`config.mk`:
```
export PLATFORM = sky130hd
export DESIGN_NAME = ram_rr_arbiter
export DESIGN_NICKNAME = d
export VERILOG_FILES = /design/src/rtl/ram_rr_arbiter.sv
export SDC_FILE = /design/constraint.sdc
export NUM_CORES = 1
export LEC_CHECK = 0
export ABC_AREA = 1
export CAP_MARGIN = 20
export CORE_MARGIN = 10
export CORE_UTILIZATION = 26
export CTS_CLUSTER_SIZE = 30
export DETAILED_ROUTE_END_ITERATION = 6
export PLACE_DENSITY = 0.85
export REMOVE_ABC_BUFFERS = 1
export SLEW_MARGIN = 20
export SYNTH_ARGS = -nofsm -noshare
export SYNTH_HDL_FRONTEND = slang
export SYNTH_SLANG_ARGS = --single-unit
```
`constraint.sdc`:
```
create_clock -name clock -period 3 [get_ports clock]
set_input_delay 0.9 -clock clock [delete_from_list [all_inputs] [get_ports clock]]
set_output_delay 0.9 -clock clock [all_outputs]
set_load 0.005 [all_outputs]
```
`src/rtl/ram_rr_arbiter.sv`:
```
// Two-client round-robin arbiter for a single-port synchronous-read RAM.
// Burst ownership is bounded while the other client waits.
module ram_rr_arbiter #(
    parameter int AWIDTH    = 3,
    parameter int DWIDTH    = 32,
    parameter int MAX_BURST = 4
) (
    input  logic              clock,
    input  logic              reset,
    input  logic              req0,
    input  logic              we0,
    input  logic [AWIDTH-1:0] addr0,
    input  logic [DWIDTH-1:0] din0,
    output logic              gnt0,
    output logic              rvalid0,
    output logic [DWIDTH-1:0] rdata0,
    input  logic              req1,
    input  logic              we1,
    input  logic [AWIDTH-1:0] addr1,
    input  logic [DWIDTH-1:0] din1,
    output logic              gnt1,
    output logic              rvalid1,
    output logic [DWIDTH-1:0] rdata1,
    output logic [AWIDTH-1:0] ram_addr,
    output logic [DWIDTH-1:0] ram_din,
    output logic              ram_we,
    input  logic [DWIDTH-1:0] ram_dout
);

    localparam int CW = $clog2(MAX_BURST + 1);
    localparam logic [CW-1:0] CMAX = CW'(MAX_BURST);

    typedef enum logic [1:0] {IDLE, OWN0, OWN1} owner_t;

    owner_t        owner;
    logic [CW-1:0] cnt;
    logic          last;
    logic          rv0_q;
    logic          rv1_q;
    logic          g0;
    logic          g1;
    logic          below_max;

    assign below_max = (cnt < CMAX);

    // The owner keeps the RAM until its burst is spent and the other client waits.
    always_comb begin
        g0 = 1'b0;
        g1 = 1'b0;
        unique case (owner)
            IDLE: begin
                g0 = req0 & (~req1 | last);
                g1 = req1 & (~req0 | ~last);
            end
            OWN0: begin
                g0 = req0 & (below_max | ~req1);
                g1 = ~g0 & req1;
            end
            OWN1: begin
                g1 = req1 & (below_max | ~req0);
                g0 = ~g1 & req0;
            end
            default: begin
                g0 = 1'b0;
                g1 = 1'b0;
            end
        endcase
        if (reset) begin
            g0 = 1'b0;
            g1 = 1'b0;
        end
    end

    assign gnt0     = g0;
    assign gnt1     = g1;
    assign ram_addr = g1 ? addr1 : addr0;
    assign ram_din  = g1 ? din1 : din0;
    assign ram_we   = (g0 & we0) | (g1 & we1);

    always_ff @(posedge clock) begin
        if (reset) begin
            owner <= IDLE;
            cnt   <= '0;
            last  <= 1'b1;
            rv0_q <= 1'b0;
            rv1_q <= 1'b0;
        end else begin
            rv0_q <= g0 & ~we0;
            rv1_q <= g1 & ~we1;
            if (g0) begin
                owner <= OWN0;
                last  <= 1'b0;
                if (owner == OWN0)
                    cnt <= below_max ? cnt + 1'b1 : cnt;
                else
                    cnt <= CW'(1);
            end else if (g1) begin
                owner <= OWN1;
                last  <= 1'b1;
                if (owner == OWN1)
                    cnt <= below_max ? cnt + 1'b1 : cnt;
                else
                    cnt <= CW'(1);
            end else begin
                owner <= IDLE;
                cnt   <= '0;
            end
        end
    end

    // A read granted just before reset must not report data during reset.
    assign rvalid0 = rv0_q & ~reset;
    assign rvalid1 = rv1_q & ~reset;
    assign rdata0  = ram_dout;
    assign rdata1  = ram_dout;

endmodule

```
==> results of run 1 <==
-- what timing repair did --
item	4_1_cts	5_1_grt
cloned	4	0
setup buffers	7	2
pin swaps	7	8
endpoints found under the hold margin	0	0
endpoints found under the setup margin	40	36
resized for setup	135	32
-- cells by family after synthesis --
| group | after synthesis | share of synthesized area [%] |
|---|---|---|
| AO/OA/AOI/OAI | 2 | 0.698 |
| flip-flops | 8 | 11.2 |
| adder cells (fa/ha/maj) | 1 | 0.872 |
| AND/OR/NAND/NOR | 153 | 44.7 |
| XOR/XNOR | 1 | 0.611 |
| buffers and inverters | 89 | 42.0 |
-- worst max-delay path by stage --
stage,endpoint,cells after the start
floorplan,ram_addr[0],8
detailed placement,ram_din[27],9
global placement,ram_din[27],9
finish,ram_din[2],12
global route,ram_din[24],12
CTS,ram_addr[0],12
-- layer usage --
layer | vias to the layer above | global-route usage, % | share of wire (%)
met5 | - | 6.55 | 0.77
met4 | 2 | 2.28 | 0.23
met3 | 4 | 14.4 | 19
met2 | 160 | 23.6 | 40
met1 | 789 | 19.3 | 40
li1 | 855 | - | -
-- state kept, by name, summed over array words and instances (netlist names) --
signal  count
rv0_q       1
cnt         3
last        1
rv1_q       1
owner       2
-- worst min-delay path: stages, from the launching register on --
cell                      delay, ns
sky130_fd_sc_hd__dfxtp_1       0.34
sky130_fd_sc_hd__nand3_1       0.10
sky130_fd_sc_hd__nand3_1       0.07
sky130_fd_sc_hd__nand2_1       0.06
-- through the flow --
stage                     TNS [ns]  hold slack [ns]
final                            0            0.595
after global routing       -0.0118            0.639
after CTS                  -0.0127            0.590
after detailed placement    -23.12            0.578
after global placement      -21.66            0.578
after floorplan             -10.71            0.536
-- power groups by stage --
stage / clock (uW) / sequential [uW] / combinational [uW]
after detailed placement: 0 / 124 / 399
after global routing: 141 / 124 / 482
after global placement: 0 / 124 / 392
after floorplan: 0 / 123 / 125
after CTS: 132 / 122 / 455
final: 130 / 123 / 445
-- final cells by class --
| type | count | area (um^2) |
|---|---|---|
| Tap cell | 70 | 87.6 |
| Fill cell | 546 | 2900 |
| Sequential cell | 8 | 160 |
| Timing Repair Buffer | 136 | 1280 |
| Inverter | 13 | 48.8 |
| Multi-Input combinational cell | 157 | 718 |
| Clock buffer | 3 | 41.3 |
-- cell usage in the layout (no fill, tap or decap), types with 3 or more instances in the layout --
cell type	instances
sky130_fd_sc_hd__inv_2	3
sky130_fd_sc_hd__buf_2	21
sky130_fd_sc_hd__clkbuf_8	3
sky130_fd_sc_hd__nand2_2	4
sky130_fd_sc_hd__buf_12	8
sky130_fd_sc_hd__nor2_1	17
sky130_fd_sc_hd__buf_4	7
sky130_fd_sc_hd__clkdlybuf4s50_1	74
sky130_fd_sc_hd__buf_6	3
sky130_fd_sc_hd__clkbuf_2	18
sky130_fd_sc_hd__nand2_1	81
sky130_fd_sc_hd__nand3_1	43
sky130_fd_sc_hd__buf_16	3
sky130_fd_sc_hd__nand3_2	3
sky130_fd_sc_hd__dfxtp_1	8
sky130_fd_sc_hd__inv_1	10
==> results summary, run 1 <==
After detailed routing, the average wire length per cell comes to 21.2 um. The total vias in the final route is around 1.8k. The total wirelength of the detailed-routed design came out at 8220 um. The first-pass detailed-route iteration total is 4.

Among all cell types in the netlist, the one instantiated most often is sky130_fd_sc_hd__nand2_1. The fraction of final layout cells with drive strength greater than 1 is ~24%. The proportion of netlist area held by the largest area contributor is roughly a third.

The cell area after synthesis came out at ~0.0014 mm^2. The logic gate share of total power came out at approximately 64%. The clock transition at the register clock pins on the worst setup and hold paths after CTS came out at around 0.04 ns. The via count of the first global-routing pass is around 1.9k. The launch instance of the worst min-delay path is owner[1]. The number of failing setup endpoints in the final timing report came out at 0.

Power spread over the standard cell area amounts to between 200 and 300 mW/mm^2. The number of pins exceeding their max-slew limit in the final report was 0. After synthesis, the most frequently instantiated cells are sky130_fd_sc_hd__nand2_1, sky130_fd_sc_hd__buf_4, sky130_fd_sc_hd__nand3_1. The global-route wire length before repair came out at around 11000 um. Sequential cells account for between 10% and 20% of the total power. The net count of the finished layout is roughly 430. The gate family responsible for the most delay along the worst path is buffers and inverters. The worst max-slew margin expressed relative to the limit came out at between 80 and 90%. The final worst slack came out at between 0.05 and 0.06 ns. The cell with the largest stage delay on the worst path is sky130_fd_sc_hd__nor2_2.

The hold buffer count at CTS is 0. The number of flops mapped to enable cells by yosys is 0. The placed instances occupy a cell area of approximately 0.0022 mm^2.

The part of the power in the clock network came out at about a fifth. The worst-case register-to-register setup slack came out at 1.54 ns. The leakage component of the power came out at roughly 0.0012 uW.

CTS built an H-tree with a depth of 1. The floorplan die area is slightly below 0.009 mm^2. During synthesis, Yosys emitted a total of 0 warnings. The endpoint of the worst hold path is cnt[0].

The most used cell along the critical path is sky130_fd_sc_hd__nand2_1. Counting I/O delays and the setup requirement, the final critical path takes 2.94 ns. The data arrival time of the critical path came out at roughly 2.0 ns. The repair_antennas step left the layout with diodes totalling 0. CTS placed an instance of sky130_fd_sc_hd__clkbuf_8 at the clock tree root. The die boundary width came out at about 94 um. Across the routed clock network, the largest skew measured is ~0.0096 ns. The largest single stage delay on the critical path is roughly 0.14 ns. The terminus of the critical flop-to-flop path is rv1_q. The total core area is 0.00524 mm^2. The number of DRC violations after detailed-routing iteration 0 came out at 66. The ratio of routed vias to standard cells came out at approximately 4.7.

The hold path depth came out at 3. The total congestion overflow after global routing came out at 0. The startpoint of the most critical setup path is req0.

The startpoint identified for the worst register-to-register timing path is cnt[2]. The count of cells along the worst register-to-register path came out at 10. Counting every instance in the synthesized netlist gives roughly 250.

STA puts the critical path data required time at approximately 2.1 ns. Pin placement for this block handled ~210 I/O pins. The post-route non-filler standard cell count is about 390. The design draws between 600 and 700 uW.

The worst slack after detailed placement came out at -0.663 ns. The number of storage elements in the synthesis netlist came out at 8. The half-perimeter wire length after placement came out at 6650 um. The type of the worst setup path is in -> out. The min-delay analysis places its worst path in the category reg -> reg. The initial antenna violation count is 0.

The top achievable clock speed is approximately 0.34 GHz. After floorplanning, the core was divided into 26 placement rows. Setup repair after global routing could not meet its margin everywhere.

TritonCTS built the clock tree. The pin count of the biggest net entering global routing came out at 28. The worst setup path is captured at an output pin. The total routing usage reported by global routing came out at between 15 and 20%. Routability-driven placement finished with a final weighted congestion of around 0.83. Of all nets on the critical path, the largest fanout is 6. The cell internal power dissipation is 460 uW.

VDD sags by at most ~0.15 mV. The worst setup path is launched from an input pin. In the routed design, unresolved DRC markers number 0. The count of different cell masters after synthesis came out at 16. The run finished with clean final reports. Walking the worst path, the cells encountered are buf_2 -> nand2_1 -> nand2_1 -> nor2_2 -> inv_2 -> nand2_4 -> buf_12 -> buf_12 -> buf_16 -> nand3_2 -> nand2_1 -> buf_2. The total buffers and inverters traversed by the critical path came out at 6. The later-pin clock latency in the skew report came out at ~0.24 ns. The number of buffers added by the clock tree synthesis step came out at 3. For the pin with the worst max-slew slack, the measured transition is ~0.29 ns. The count of maximum capacitance violations came out at 0. The total number of clock tree sinks came out at 8. Of all flip-flops after synthesis, the portion carrying an async set or reset was 0%. Including well taps, the total number of placed cells is ~370. sky130_fd_sc_hd__buf_4 takes more of the synthesized area than any other cell.

The switching part of the total is 34.1%. The share of the yosys chip area belonging to registers came out at 11.2%. The final number of hold-violating endpoints came out at 0. Once layout is done, the placed cells without fillers occupy between 0.002 and 0.0025 mm^2. For this design the total switching power over the nets is about 240 uW. Sorting the synthesized cells by area gives the leading types as sky130_fd_sc_hd__buf_4, sky130_fd_sc_hd__nand2_1, sky130_fd_sc_hd__nand3_1, sky130_fd_sc_hd__dfxtp_1, sky130_fd_sc_hd__nor2_1. In the finished design, the share of the clock period the worst path needs comes to a little over nine tenths.

The floorplan step set the die height to between 90 and 100 um. The maximum count of clock buffers along a single path is 2. The primary flip-flop cell chosen by synthesis mapping is sky130_fd_sc_hd__dfxtp_1. For this configuration, the core starts out at a cell density of between 20% and 30%. The relative area change from synthesis to final layout is 63.1%. In this run the mean area of a mapped cell was roughly 5.6 um^2. The final cell utilization of the core is between 40% and 50%.

The count of input and output buffers came out at 115. The post-route antenna net violation count is 0.
(Power assumes the default switching activity.)
==> run 2: changes to the inputs <==
Settings changed: CORE_AREA from default to 2 2 82 84, CORE_MARGIN 10 to default, CORE_UTILIZATION 26 to default, DIE_AREA from default to 0 0 84 86, PLACE_DENSITY 0.85 to 0.75.
==> results summary, run 2 (same netlist as run 1, synthesis figures left out) <==
The data arrival time of the critical path came to 2.21 ns (+0.17 ns). On the critical path, the stage with the largest delay is an instance of sky130_fd_sc_hd__buf_12. TritonCTS built the clock tree. The total negative setup slack is -0.362 ns (-0.362 ns).

The clock transition at the register clock pins on the worst setup and hold paths after CTS came out at 0.04 ns (about the same). The hold buffer count at CTS is 0 (unchanged). The total congestion overflow after global routing is 0 (unchanged). The number of buffers added by the clock tree synthesis step is 3 (unchanged). The die boundary width came to 84 um (-11%). Compared with the post-synthesis result, the final layout area differs by 86.8%. The count of maximum capacitance violations is 0 (unchanged). The number of design rule violations left after detail routing came out at 0 (unchanged). The total number of clock tree sinks was 8 (unchanged).

The root buffer selected by CTS is sky130_fd_sc_hd__clkbuf_8. The detailed-route wire length per cell came out at 20.2 um (-5.1%). The library cell used most frequently in the layout, excluding fill and tap cells, is sky130_fd_sc_hd__clkdlybuf4s50_1. The total routing usage reported by global routing was 21.8% (+4.8 points). The final worst slack was -0.105 ns (-0.163 ns).

The y dimension of the die is 86 um (-8.8%). The total buffers and inverters traversed by the critical path came out at 8 (+2). The floorplan die area is 0.00722 mm^2 (-19%). The run finished, with violations left.

The pin count of the biggest net entering global routing came out at 24 (-14%). In this run the worst hold path is classified as reg -> reg. The number of pins exceeding their max-slew limit in the final report came out at 0 (unchanged).

The number of flip-flops in the largest register came to 3 (unchanged). The cell area after placement came out at 0.00223 mm^2 (+1.3%). The number of failing setup endpoints in the final timing report came out at 5 (+5).

The gate family responsible for the most delay along the worst path is buffers and inverters. The register with the most flip-flops in the final layout is cnt. The power density relative to cell area was 291 mW/mm^2 (-2.6%).

The starting utilization of the core area came to 22.8% (-4.5 points). The required time of the worst setup path came to 2.10 ns (about the same). The number of DRC violations after detailed-routing iteration 0 is 78 (+18%). The maximum fanout encountered on the critical timing path is 7 (+1). The post-route clock period utilization came out at 104% (+5.4 points). The final weighted congestion of routability-driven global placement is 0.933 (+12%). The checks that failed: setup timing.

The final number of hold-violating endpoints came out at 0 (unchanged). In the layout the commonest cells are sky130_fd_sc_hd__clkdlybuf4s50_1, sky130_fd_sc_hd__nand2_1, sky130_fd_sc_hd__nand3_1. The via count of the first global-routing pass came out at 1949 (+4.8%). The count of nets after finishing is 445 (+4.0%). Walking the worst path, the cells encountered are buf_12 -> nand2_4 -> nand2_2 -> nor2_4 -> inv_2 -> nand2_4 -> buf_6 -> nand2_8 -> buf_12 -> buf_16 -> buf_8 -> buf_6 -> nand2_2 -> nand2_1 -> buf_2. The category of the worst setup path capture point is an output pin.

The total vias in the final route came out at 1922 (+6.2%). The peak supply drop is 0.250 mV (+66%). The post-route clock skew came to 0.000768 ns (-0.00885 ns). The cell area after layout came to 0.00268 mm^2 (+15%). The first-pass detailed-route iteration total came out at 4 (unchanged). The leakage component of the power came to 0.00134 uW (+13%). The count of inserted antenna diode cells came out at 0 (unchanged). The number of top-level pins is 212 (unchanged). The global-route wire length before repair is 11800 um (+4.0%).

The worst-case register-to-register setup slack is 1.10 ns (-0.44 ns). The total wirelength of the detailed-routed design is 8280 um (+0.82%). The placement row count is 29 (+12%). The maximum count of clock buffers along a single path came to 2 (unchanged).

The total core area came to 0.00628 mm^2 (+20%). The stage delay of the slowest cell on the critical path came out at 0.13 ns (about the same). The half-perimeter wire length after placement came out at 6150 um (-7.6%). The slew of the pin with the lowest slew margin is 0.314 ns (+0.0221 ns). The critical path is of the in -> out type.

The top achievable clock speed came to 0.322 GHz (-5.3%). The largest registers in the layout are cnt: 3 flops, owner: 2 flops. The CTS H-tree depth came out at 1 (unchanged). The post-route antenna net violation count is 0 (unchanged).

The count of input and output buffers came out at 115 (unchanged). The time the final worst path needs with I/O delays and setup came out at 3.11 ns (+0.163 ns). The initial antenna violation count came to 0 (unchanged). The worst max-slew margin expressed relative to the limit came out at 79.0% (-1.3 points). Setup repair after global routing could not meet its margin everywhere. The fraction of final layout cells with drive strength greater than 1 is 34.1% (+9.8 points).

STA classifies the critical path startpoint as an input pin. The later-pin clock latency in the skew report is 0.23 ns (about the same). The ratio of routed vias to standard cells is 4.68 (about the same).
[run 2: area by class of cell]
type,count,area (um^2)
clock buffer,3,41.3
timing repair buffer,153,1500
fill,654,3600
sequential,8,160
multi-input combinational,157,828
inverter,13,48.8
tap,77,96.3
[run 2: metal layers]
metal | share of wire (%) | wire (um) | vias up | track usage (%)
li1 | - | - | 892 | -
met1 | 34 | 2800 | 840 | 21.2
met2 | 47 | 3870 | 182 | 36.2
met3 | 19 | 1570 | 8 | 19.0
met4 | 0.41 | 34 | 0 | 1.47
met5 | 0 | 0 | - | 6.99
[run 2: what timing repair did]
action	4_1_cts	5_1_grt
setup endpoints to repair	40	37
pin swaps	8	7
setup buffers	22	2
resized for setup	174	35
cloned	6	1
[run 2: report_power, final]
group / total (uW) / switching [uW] / internal, uW
sequential: 125 / 8.52 / 116
combinational: 526 / 213 / 313
clock: 128 / 41.0 / 86.8
[run 2: worst paths after layout]
| check | startpoint | end | cells after the start |
|---|---|---|---|
| hold / removal | owner[1] | cnt[0] | 3 |
| hold reg to reg | owner[1] | cnt[0] | 3 |
| setup reg to reg | owner[0] | rv1_q | 14 |
| setup / recovery | req0 | ram_din[16] | 15 |
[run 2: per-stage QoR]
stage / setup slack (ns) / hold slack, ns / util [%] / power [uW] / instances
after floorplan: -0.299 / 0.536 / - / 248 / 178
after global placement: -0.607 / 0.572 / 35.5 / 521 / 380
after detailed placement: -0.621 / 0.593 / 35.5 / 525 / 380
after CTS: -0.150 / 0.604 / 41.9 / 776 / 411
after global routing: -0.167 / 0.669 / 42.7 / 828 / 411
final: -0.105 / 0.603 / 42.7 / 778 / 411
[run 2: tightest hold or removal path, delay by kind of cell, from the launching register on]
family / cells / cell delay, ns
flip-flops: 1 / 0.34
AND/OR/NAND/NOR: 3 / 0.23
==> run 3: changes to the inputs <==
Settings changed: REMOVE_ABC_BUFFERS 1 to default.
==> results summary, run 3 (same netlist as run 1, synthesis figures left out) <==
The worst hold path belongs to the class reg -> reg. The data arrival time of the critical path came out at 2.06 ns (-0.15 ns). The time the final worst path needs with I/O delays and setup came out at 2.96 ns (-0.148 ns). The critical path in this run is classified as in -> out.

The number of flip-flops in the largest register came to 3 (unchanged). The number of failing setup endpoints in the final timing report came to 0 (-5). The total number of clock tree sinks came out at 8 (unchanged). The top achievable clock speed came out at 0.338 GHz (+5.0%). The count of maximum capacitance violations came out at 0 (unchanged).

CTS placed an instance of sky130_fd_sc_hd__clkbuf_8 at the clock tree root. The synthesized netlist net count came out at about 360. The number of top-level pins is 212 (unchanged).

The final number of hold-violating endpoints is 0 (unchanged). The count of input and output buffers is 115 (unchanged). The hold buffer count at CTS came out at 0 (unchanged). The ratio of routed vias to standard cells came out at 4.39 (-6.2%). The total core area came out at 0.00628 mm^2 (unchanged). The power density relative to cell area is 289 mW/mm^2 (-0.54%). The register with the most flip-flops is cnt. The worst max-slew margin expressed relative to the limit is 83.0% (+4.0 points). The first-pass detailed-route iteration total is 4 (unchanged). The number of buffers added by the clock tree synthesis step is 3 (unchanged).

The fraction of final layout cells with drive strength greater than 1 is 25.5% (-8.7 points). The placement row count is 29 (unchanged). The wire length on met3 came out at 466 um (-70%). TritonCTS built the clock tree. The highest layer touched by signal routing is met4.

The largest registers in the layout are cnt: 3 flops, owner: 2 flops. The die boundary width came out at 84 um (unchanged). The total wirelength of the detailed-routed design is 5350 um (-35%). The post-route non-filler standard cell count is 399 (-2.9%). The final weighted congestion of routability-driven global placement is 0.687 (-26%).

The maximum count of clock buffers along a single path is 2 (unchanged). The initial antenna violation count is 0 (unchanged). The count of inserted antenna diode cells came out at 0 (unchanged).

The run finished with clean final reports. The later-pin clock latency in the skew report was 0.23 ns (about the same). The total congestion overflow after global routing came out at 0 (unchanged). The post-route clock period utilization came to 98.6% (-4.9 points). The required time of the worst setup path was 2.10 ns (about the same).

The met1 layer wirelength in the final routing was 1930 um (-31%). The number of pins exceeding their max-slew limit in the final report came out at 0 (unchanged). The worst-case register-to-register setup slack is 1.49 ns (+0.39 ns). The number of DRC violations after detailed-routing iteration 0 came to 54 (-31%). The post-route antenna net violation count came to 0 (unchanged). The total vias in the final route came out at 1751 (-8.9%).

The number of design rule violations left after detail routing came out at 0 (unchanged). In the layout the commonest cells are sky130_fd_sc_hd__nand2_1, sky130_fd_sc_hd__clkdlybuf4s50_1, sky130_fd_sc_hd__nand3_1. The starting utilization of the core area came out at 22.8% (unchanged). The peak supply drop is 0.153 mV (-39%).

The detailed-route wire length per cell came out at 13.4 um (-34%). The global-route wire length before repair came out at 8360 um (-29%). The count of nets after finishing came out at 433 (-2.7%). The via count of the first global-routing pass is 1720 (-12%). The total negative setup slack came out at 0 ns (+0.362 ns). The total routing usage reported by global routing came out at 14.3% (-7.5 points). The y dimension of the die came to 86 um (unchanged).

The total length of routed met2 wires is 2770 um (-28%). The worst setup path is captured at an output pin. The pin count of the biggest net entering global routing came out at 25 (+4.2%).

The maximum fanout encountered on the critical timing path is 6 (-1). The final hold slack is 0.584 ns (-0.0189 ns). The number of filler cells placed in the layout is 656 (+0.31%). The type of origin of the critical path is an input pin.

The leakage component of the power came out at 0.00123 uW (-8.0%). The relative area change from synthesis to final layout came out at 70.6%. The clock transition at the register clock pins on the worst setup and hold paths after CTS came to 0.04 ns (about the same). The number of instances in the placed design came out at 380 (unchanged). The post-route clock skew was 0.00385 ns (+0.00308 ns). The CTS H-tree depth is 1 (unchanged). The half-perimeter wire length after placement came out at 3660 um (-40%).

The slew of the pin with the lowest slew margin is 0.252 ns (-0.0615 ns). The floorplan die area came out at 0.00722 mm^2 (unchanged).
## run 3: cell types whose count changed in the layout (fill, tap and decap cells not counted), moves of 3 or more
cell / before / now
sky130_fd_sc_hd__nand2_2: 18 / 10
sky130_fd_sc_hd__nor2_4: 3 / 0
sky130_fd_sc_hd__buf_2: 27 / 14
sky130_fd_sc_hd__buf_4: 18 / 11
sky130_fd_sc_hd__buf_6: 10 / 4
sky130_fd_sc_hd__nand2_4: 7 / 2
sky130_fd_sc_hd__clkbuf_2: 5 / 16
sky130_fd_sc_hd__nand2_1: 61 / 74
## run 3: worst max-delay path: stages
cell	delay, ns
sky130_fd_sc_hd__buf_2	0.12
sky130_fd_sc_hd__nand2_1	0.06
sky130_fd_sc_hd__nor2_1	0.13
sky130_fd_sc_hd__nand2_2	0.08
sky130_fd_sc_hd__nand2_4	0.12
sky130_fd_sc_hd__buf_8	0.15
sky130_fd_sc_hd__buf_12	0.12
sky130_fd_sc_hd__nand3_1	0.06
sky130_fd_sc_hd__nand2_1	0.06
sky130_fd_sc_hd__dlygate4sd2_1	0.24
## run 3: metal layers
layer / global-route usage (%) / up-vias
met2: 26.6 / 84
met1: 15.1 / 771
met4: 6.30 / 0
met5: 0 / -
met3: 3.85 / 29
li1: - / 867
## run 3: area by class of cell
type	instances	area, um^2	area share [%]
timing repair buffer	141	1360	55.8
multi-input combinational	157	733	30.0
sequential	8	160	6.55
tap	77	96.3	3.94
inverter	13	51.3	2.10
clock buffer	3	41.3	1.69
## run 3: repair_timing
item                                    4_1_cts  5_1_grt
pin swaps                                     7        7
cloned                                        5        1
endpoints found under the setup margin       40       34
buffers inserted                             13        2
gates resized for setup                     136       36
## run 3: per-stage QoR
step,power [uW],area (um^2),setup WS [ns],utilization [%]
final,707,2450,0.0427,39.0
after global routing,767,2450,-0.00843,39.0
after CTS,735,2550,-0.0613,40.7
after detailed placement,514,2200,-0.657,35.1
after global placement,508,2200,-0.623,35.1
after floorplan,333,1430,0.434,-
## run 3: worst paths after layout
| check | startpoint | to | depth (start not counted) |
|---|---|---|---|
| setup / recovery | req1 | ram_din[5] | 10 |
| hold / removal | owner[1] | cnt[0] | 3 |
| setup reg to reg | owner[0] | cnt[1] | 10 |
| hold reg to reg | owner[1] | cnt[0] | 3 |
## run 3: power by group
part | switching [uW] | internal [uW] | leakage (uW)
clock | 39.9 | 86.7 | 0.0000216
sequential | 6.91 | 116 | 0.0000658
combinational | 188 | 269 | 0.00114
total | 235 | 472 | 0.00123
